$ cat config.mk
export PLATFORM = sky130hd
export DESIGN_NAME = instr_assembler
export DESIGN_NICKNAME = d
export VERILOG_FILES = /design/src/rtl/instr_assembler_pkg.sv /design/src/rtl/instr_len_decode.sv /design/src/rtl/instr_assembler.sv
export SDC_FILE = /design/constraint.sdc
export NUM_CORES = 1
export LEC_CHECK = 0
export CORE_UTILIZATION = 40
export CTS_BUF_LIST = sky130_fd_sc_hd__clkbuf_2 sky130_fd_sc_hd__clkbuf_4 sky130_fd_sc_hd__clkbuf_8
export DETAILED_ROUTE_END_ITERATION = 16
export DONT_BUFFER_PORTS = 1
export GPL_ROUTABILITY_DRIVEN = 1
export REMOVE_ABC_BUFFERS = 1
export SLEW_MARGIN = 0
export SYNTH_ARGS = -nofsm -noshare
export SYNTH_HDL_FRONTEND = slang
export SYNTH_SLANG_ARGS = --single-unit
$ cat constraint.sdc
create_clock -name clk -period 8 [get_ports clk]
set_input_delay 1.6 -clock clk [delete_from_list [all_inputs] [get_ports clk]]
set_output_delay 1.6 -clock clk [all_outputs]
set_load 0.01 [all_outputs]
$ cat src/rtl/instr_assembler_pkg.sv
// rtl/instr_assembler_pkg.sv - shared constants and state type for the instruction assembler
package instr_assembler_pkg;

  // Fetch/decode boundary filler word, driven whenever no instruction is presented
  localparam logic [15:0] NOP_WORD = 16'b0000111100000000;

  // Header bits that encode the number of extension words
  localparam int LEN_BIT_HI = 15;
  localparam int LEN_BIT_LO = 14;

  typedef enum logic {
    ST_HEAD = 1'b0,
    ST_EXT  = 1'b1
  } asm_state_e;

endpackage

$ cat src/rtl/instr_len_decode.sv
// rtl/instr_len_decode.sv - header length bits to extension word count
module instr_len_decode #(
  parameter int EXT_MAX = 2
) (
  input  logic [1:0] len_bits,
  output logic [1:0] ext_cnt
);

  logic two_ext;

  // hi=0 -> 0, hi=1/lo=0 -> 1, hi=1/lo=1 -> 2 when two extensions are supported, else 1
  always_comb begin
    two_ext = (EXT_MAX >= 2) && len_bits[1] && len_bits[0];
    ext_cnt = {two_ext, len_bits[1] & ~two_ext};
  end

endmodule

$ cat src/rtl/instr_assembler.sv
// rtl/instr_assembler.sv - collects header + extension words into whole instructions for ID
module instr_assembler
  import instr_assembler_pkg::*;
#(
  parameter int                 WORD_W  = 16,
  parameter int                 EXT_MAX = 2,
  parameter int                 PC_W    = 16,
  parameter logic [WORD_W-1:0]  NOP     = NOP_WORD
) (
  input  logic                      clk,
  input  logic                      reset,
  input  logic                      flush,
  input  logic                      in_valid,
  output logic                      in_ready,
  input  logic [WORD_W-1:0]         word_in,
  input  logic [PC_W-1:0]           pc_in,
  output logic                      out_valid,
  input  logic                      out_ready,
  output logic [WORD_W-1:0]         instr_out,
  output logic [EXT_MAX*WORD_W-1:0] imm_out,
  output logic [1:0]                ext_cnt,
  output logic [PC_W-1:0]           pc_out
);

  localparam int IMM_W = EXT_MAX * WORD_W;

  asm_state_e         state_q, state_d;
  logic [1:0]         ext_n_q, ext_n_d;
  logic [1:0]         ext_left_q, ext_left_d;
  logic [WORD_W-1:0]  hdr_q, hdr_d;
  logic [PC_W-1:0]    hdr_pc_q, hdr_pc_d;
  logic [IMM_W-1:0]   col_q, col_d;

  logic               out_valid_q, out_valid_d;
  logic [WORD_W-1:0]  instr_q, instr_d;
  logic [IMM_W-1:0]   imm_q, imm_d;
  logic [1:0]         ext_cnt_q, ext_cnt_d;
  logic [PC_W-1:0]    pc_out_q, pc_out_d;

  logic [1:0]         hdr_ext;
  logic [1:0]         slot;
  logic [IMM_W-1:0]   col_next;
  logic               accept;

  instr_len_decode #(
    .EXT_MAX (EXT_MAX)
  ) u_len_decode (
    .len_bits (word_in[LEN_BIT_HI:LEN_BIT_LO]),
    .ext_cnt  (hdr_ext)
  );

  // The output register may take a new word whenever it is empty or being drained this cycle
  assign in_ready  = !out_valid_q || out_ready;
  assign out_valid = out_valid_q;
  assign instr_out = instr_q;
  assign imm_out   = imm_q;
  assign ext_cnt   = ext_cnt_q;
  assign pc_out    = pc_out_q;

  // Next state: word collection, instruction completion, drain and flush
  always_comb begin
    state_d     = state_q;
    ext_n_d     = ext_n_q;
    ext_left_d  = ext_left_q;
    hdr_d       = hdr_q;
    hdr_pc_d    = hdr_pc_q;
    col_d       = col_q;
    out_valid_d = out_valid_q;
    instr_d     = instr_q;
    imm_d       = imm_q;
    ext_cnt_d   = ext_cnt_q;
    pc_out_d    = pc_out_q;

    accept = in_valid && in_ready && !flush;
    slot   = ext_n_q - ext_left_q;

    // Drop the incoming word into its extension slot; other slots keep what was collected
    col_next = col_q;
    for (int i = 0; i < EXT_MAX; i++) begin
      if (slot == 2'(i)) begin
        col_next[i*WORD_W +: WORD_W] = word_in;
      end
    end

    // A consumed instruction leaves the output empty unless another completes this edge
    if (out_valid_q && out_ready) begin
      out_valid_d = 1'b0;
      instr_d     = NOP;
    end

    if (flush) begin
      state_d     = ST_HEAD;
      ext_left_d  = 2'd0;
      out_valid_d = 1'b0;
      instr_d     = NOP;
    end else if (accept) begin
      case (state_q)
        ST_HEAD: begin
          if (hdr_ext == 2'd0) begin
            out_valid_d = 1'b1;
            instr_d     = word_in;
            imm_d       = '0;
            ext_cnt_d   = 2'd0;
            pc_out_d    = pc_in;
          end else begin
            hdr_d      = word_in;
            hdr_pc_d   = pc_in;
            ext_n_d    = hdr_ext;
            ext_left_d = hdr_ext;
            col_d      = '0;
            state_d    = ST_EXT;
          end
        end
        ST_EXT: begin
          col_d      = col_next;
          ext_left_d = ext_left_q - 2'd1;
          if (ext_left_q == 2'd1) begin
            out_valid_d = 1'b1;
            instr_d     = hdr_q;
            imm_d       = col_next;
            ext_cnt_d   = ext_n_q;
            pc_out_d    = hdr_pc_q;
            state_d     = ST_HEAD;
          end
        end
        default: state_d = ST_HEAD;
      endcase
    end
  end

  // State, collect and output registers
  always_ff @(posedge clk or posedge reset) begin
    if (reset) begin
      state_q     <= ST_HEAD;
      ext_n_q     <= 2'd0;
      ext_left_q  <= 2'd0;
      hdr_q       <= '0;
      hdr_pc_q    <= '0;
      col_q       <= '0;
      out_valid_q <= 1'b0;
      instr_q     <= NOP;
      imm_q       <= '0;
      ext_cnt_q   <= 2'd0;
      pc_out_q    <= '0;
    end else begin
      state_q     <= state_d;
      ext_n_q     <= ext_n_d;
      ext_left_q  <= ext_left_d;
      hdr_q       <= hdr_d;
      hdr_pc_q    <= hdr_pc_d;
      col_q       <= col_d;
      out_valid_q <= out_valid_d;
      instr_q     <= instr_d;
      imm_q       <= imm_d;
      ext_cnt_q   <= ext_cnt_d;
      pc_out_q    <= pc_out_d;
    end
  end

endmodule

==> results.ini <==
[layout]
antenna_cells = 0
fin_nets = 584
drive_gt1_share_pct = 14.3
n_fill_cell = 1365
areaGrowthSynthToFinish_pct = 7.97
final_common_cell = dfrtp_1
layout_common_cells = dfrtp_1, nand2_1, o21ai_0

[sta]
fmax_mhz = 270
max_slew_margin_pct = 27.3
fin_tns_setup_ps = 0
min_period_ps = 3710
slew_violations = 0
fin_worst_skew_ps = 11.6
grt_setup_unrepaired = no
tightest_slew_ps = 1090
hold_violations = 0
finalCritPeriodShare_pct = 46.4
whs_ps = 481
final-setup-viol-count = 0

[setup_path]
cp_max_fo = 11
cpMaxStageDelayCell = inv_1
critical_path_class = in -> out
required_ps = 6400
slowest_delay_ps = 300
worst-r2r-cell-count = 5
arrival_ps = 2110
crit_path_start_kind = input pin
cp-end-kind = output port
path_cells = nor2b_1, inv_1
r2r_end = pc_out[8]$_DFFE_PP0P_
cp.buffers_inverters = 1
ff2ff_setup_slack_ps = 4880
cp_top_family = buffers and inverters
startpoint = out_ready
worstReg2RegStart = state_q$_DFFE_PP0P_

[clock_tree]
root_buffer = clkbuf_8
cts.clk_slew.worst_paths_ps = 70
cts_made_buffers = 17
cts_hold_buf = 0
clk_latency_ps = 430
cts_setup_buffers = 0
cts_tree = yes
clkSinkCount = 136
clockBufferDepth = 2
htreeDepth = 4
post_cts_resized = 0

[drt]
wl_per_cell_um = 20.3
via_count = 4296
dr.pass1.iters = 11
post_drt_via_cell_ratio = 5.79
initialDrtViolationCount = 238
drc = 7
postRouteAntennaNets = 0
wl_um = 15100

[synthesis]
syn_area_um2 = 6110
ys_seq_area_share_pct = 55.8
ys_warn_count = 0
ys_ff_latch = 136
yosys.cell_types.count = 48
avgSynthCellArea_um2 = 10.8
synth_cells = 564

[hold_path]
hold_start = hdr_q[15]$_DFFE_PP0P_
whs_path_depth = 1
hp-class = reg -> reg
whs_endpoint = hdr_q[15]$_DFFE_PP0P_

[floorplanning]
rows = 44
fp.dieH_um = 126
io_pins = 105
core_area_um2 = 14700
die-area_um2 = 15800
initial_core_util_pct = 41.5
dieWidth_um = 126

[grt]
grt_use_total_pct = 20.3
grt_pass1_vias = 4513
grt_max_degree = 84
grt_overflow = 0
antenna_found_initial = 0
grt_pass1_wl_um = 24700

[place]
io_buffer_count = 0
hpwl_um = 9430
gp_congestion = 0.734

[power]
p_leak_uw = 0.00293
powerDensity_nw_per_um2 = 278
p_total_uw = 1830
vdd_drop_max_mv = 0.225

[outcome]
status = complete, but fails checks
violations = design-rule violations

[run]
drv_cap = 0

-- layout make-up --
type	count	area [µm²]	area share [%]
multi-input combinational	375	2460	37.3
timing repair buffer	7	52.6	0.797
clock inverter	4	70.1	1.06
clock buffer	28	335	5.09
sequential	136	3410	51.7
tap	184	230	3.49
inverter	8	35.0	0.531
-- metal layers --
metal / wire length, µm / vias up / part of all wire, % / global-route usage, %
met5: 0 / - / 0 / 0
met4: 149 / 0 / 0.99 / 5.60
met3: 1220 / 15 / 8.1 / 7.57
met2: 7150 / 139 / 48 / 32.9
met1: 6530 / 2163 / 43 / 25.6
li1: - / 1979 / - / -
-- power breakdown --
group          internal (µW)  switching, µW
clock                    330            249
sequential               819            113
combinational            141            183
total                   1290            545
-- registers in the layout, summed over array words and instances, names as in the netlist --
| signal | count |
|---|---|
| col_q | 32 |
| ext_cnt | 2 |
| ext_left_q | 2 |
| ext_n_q | 2 |
| hdr_pc_q | 16 |
| hdr_q | 16 |
| imm_out | 32 |
| instr_out | 16 |
| out_valid | 1 |
| pc_out | 16 |
| state_q | 1 |
-- cell usage after synthesis, drive strengths merged --
cell	number	area share [%]
a211o	3	0.43
a211oi	10	1.2
a21o	1	0.12
a21oi	12	0.98
a221oi	1	0.14
a22o	9	1.3
a22oi	3	0.37
a31oi	1	0.10
a41oi	1	0.14
and2	3	0.31
and2b	1	0.12
buf	26	2.3
clkbuf	19	1.2
dfrtp	132	54
dfstp	4	1.7
ha	2	0.41
inv	8	0.49
mux2	30	5.5
mux2i	48	7.9
nand2	86	5.3
nand2b	3	0.31
nand3	41	3.4
nand3b	1	0.12
nand4	10	1.0
nor2	10	0.70
nor2b	2	0.20
nor3	2	0.43
o211a	1	0.16
o211ai	15	1.9
o21a	1	0.12
o21ai	56	4.6
o221ai	3	0.43
o22ai	11	1.1
o2bb2ai	1	0.14
o31ai	4	0.49
or2	2	0.21
xor3	1	0.39
-- cell families (layout without fill, tap and decap cells) --
family	count (synthesis)	in the layout	synth area share (%)
simple gates	161	161	12.1
flops	136	136	55.8
compound gates	133	133	13.8
mux	78	78	13.4
buf+inv	53	47	4.04
fa+ha+maj	2	2	0.410
xor+xnor	1	1	0.389
-- how the worst max path moves through the flow --
stage,cells past startpoint,slack (ps),end
5_1_grt,2,4220,in_ready
6_report,2,4290,in_ready
3_5_place_dp,4,4270,hdr_pc_q[7]$_DFFE_PP0P_
3_3_place_gp,2,4310,in_ready
2_1_floorplan,1,2770,col_q[0]$_DFFE_PP0P_
4_1_cts,2,4290,in_ready
-- through the flow --
step	cells	util, %	setup slack, ps	instance area [µm²]
4_1_cts	742	44.9	4290	6590
5_1_grt	742	44.9	4220	6590
3_3_place_gp	710	42.1	4310	6190
3_5_place_dp	710	42.1	4270	6190
2_1_floorplan	519	-	2770	5890
6_report	742	44.9	4290	6590
-- worst register-to-register path: stages (launching register included) --
cell and delay [ps]:
dfrtp_2 560, buf_4 600, nor2_2 270, o211ai_4 860, buf_4 490, o21ai_0 200
Note: power is estimated with default switching activity, not from simulation.
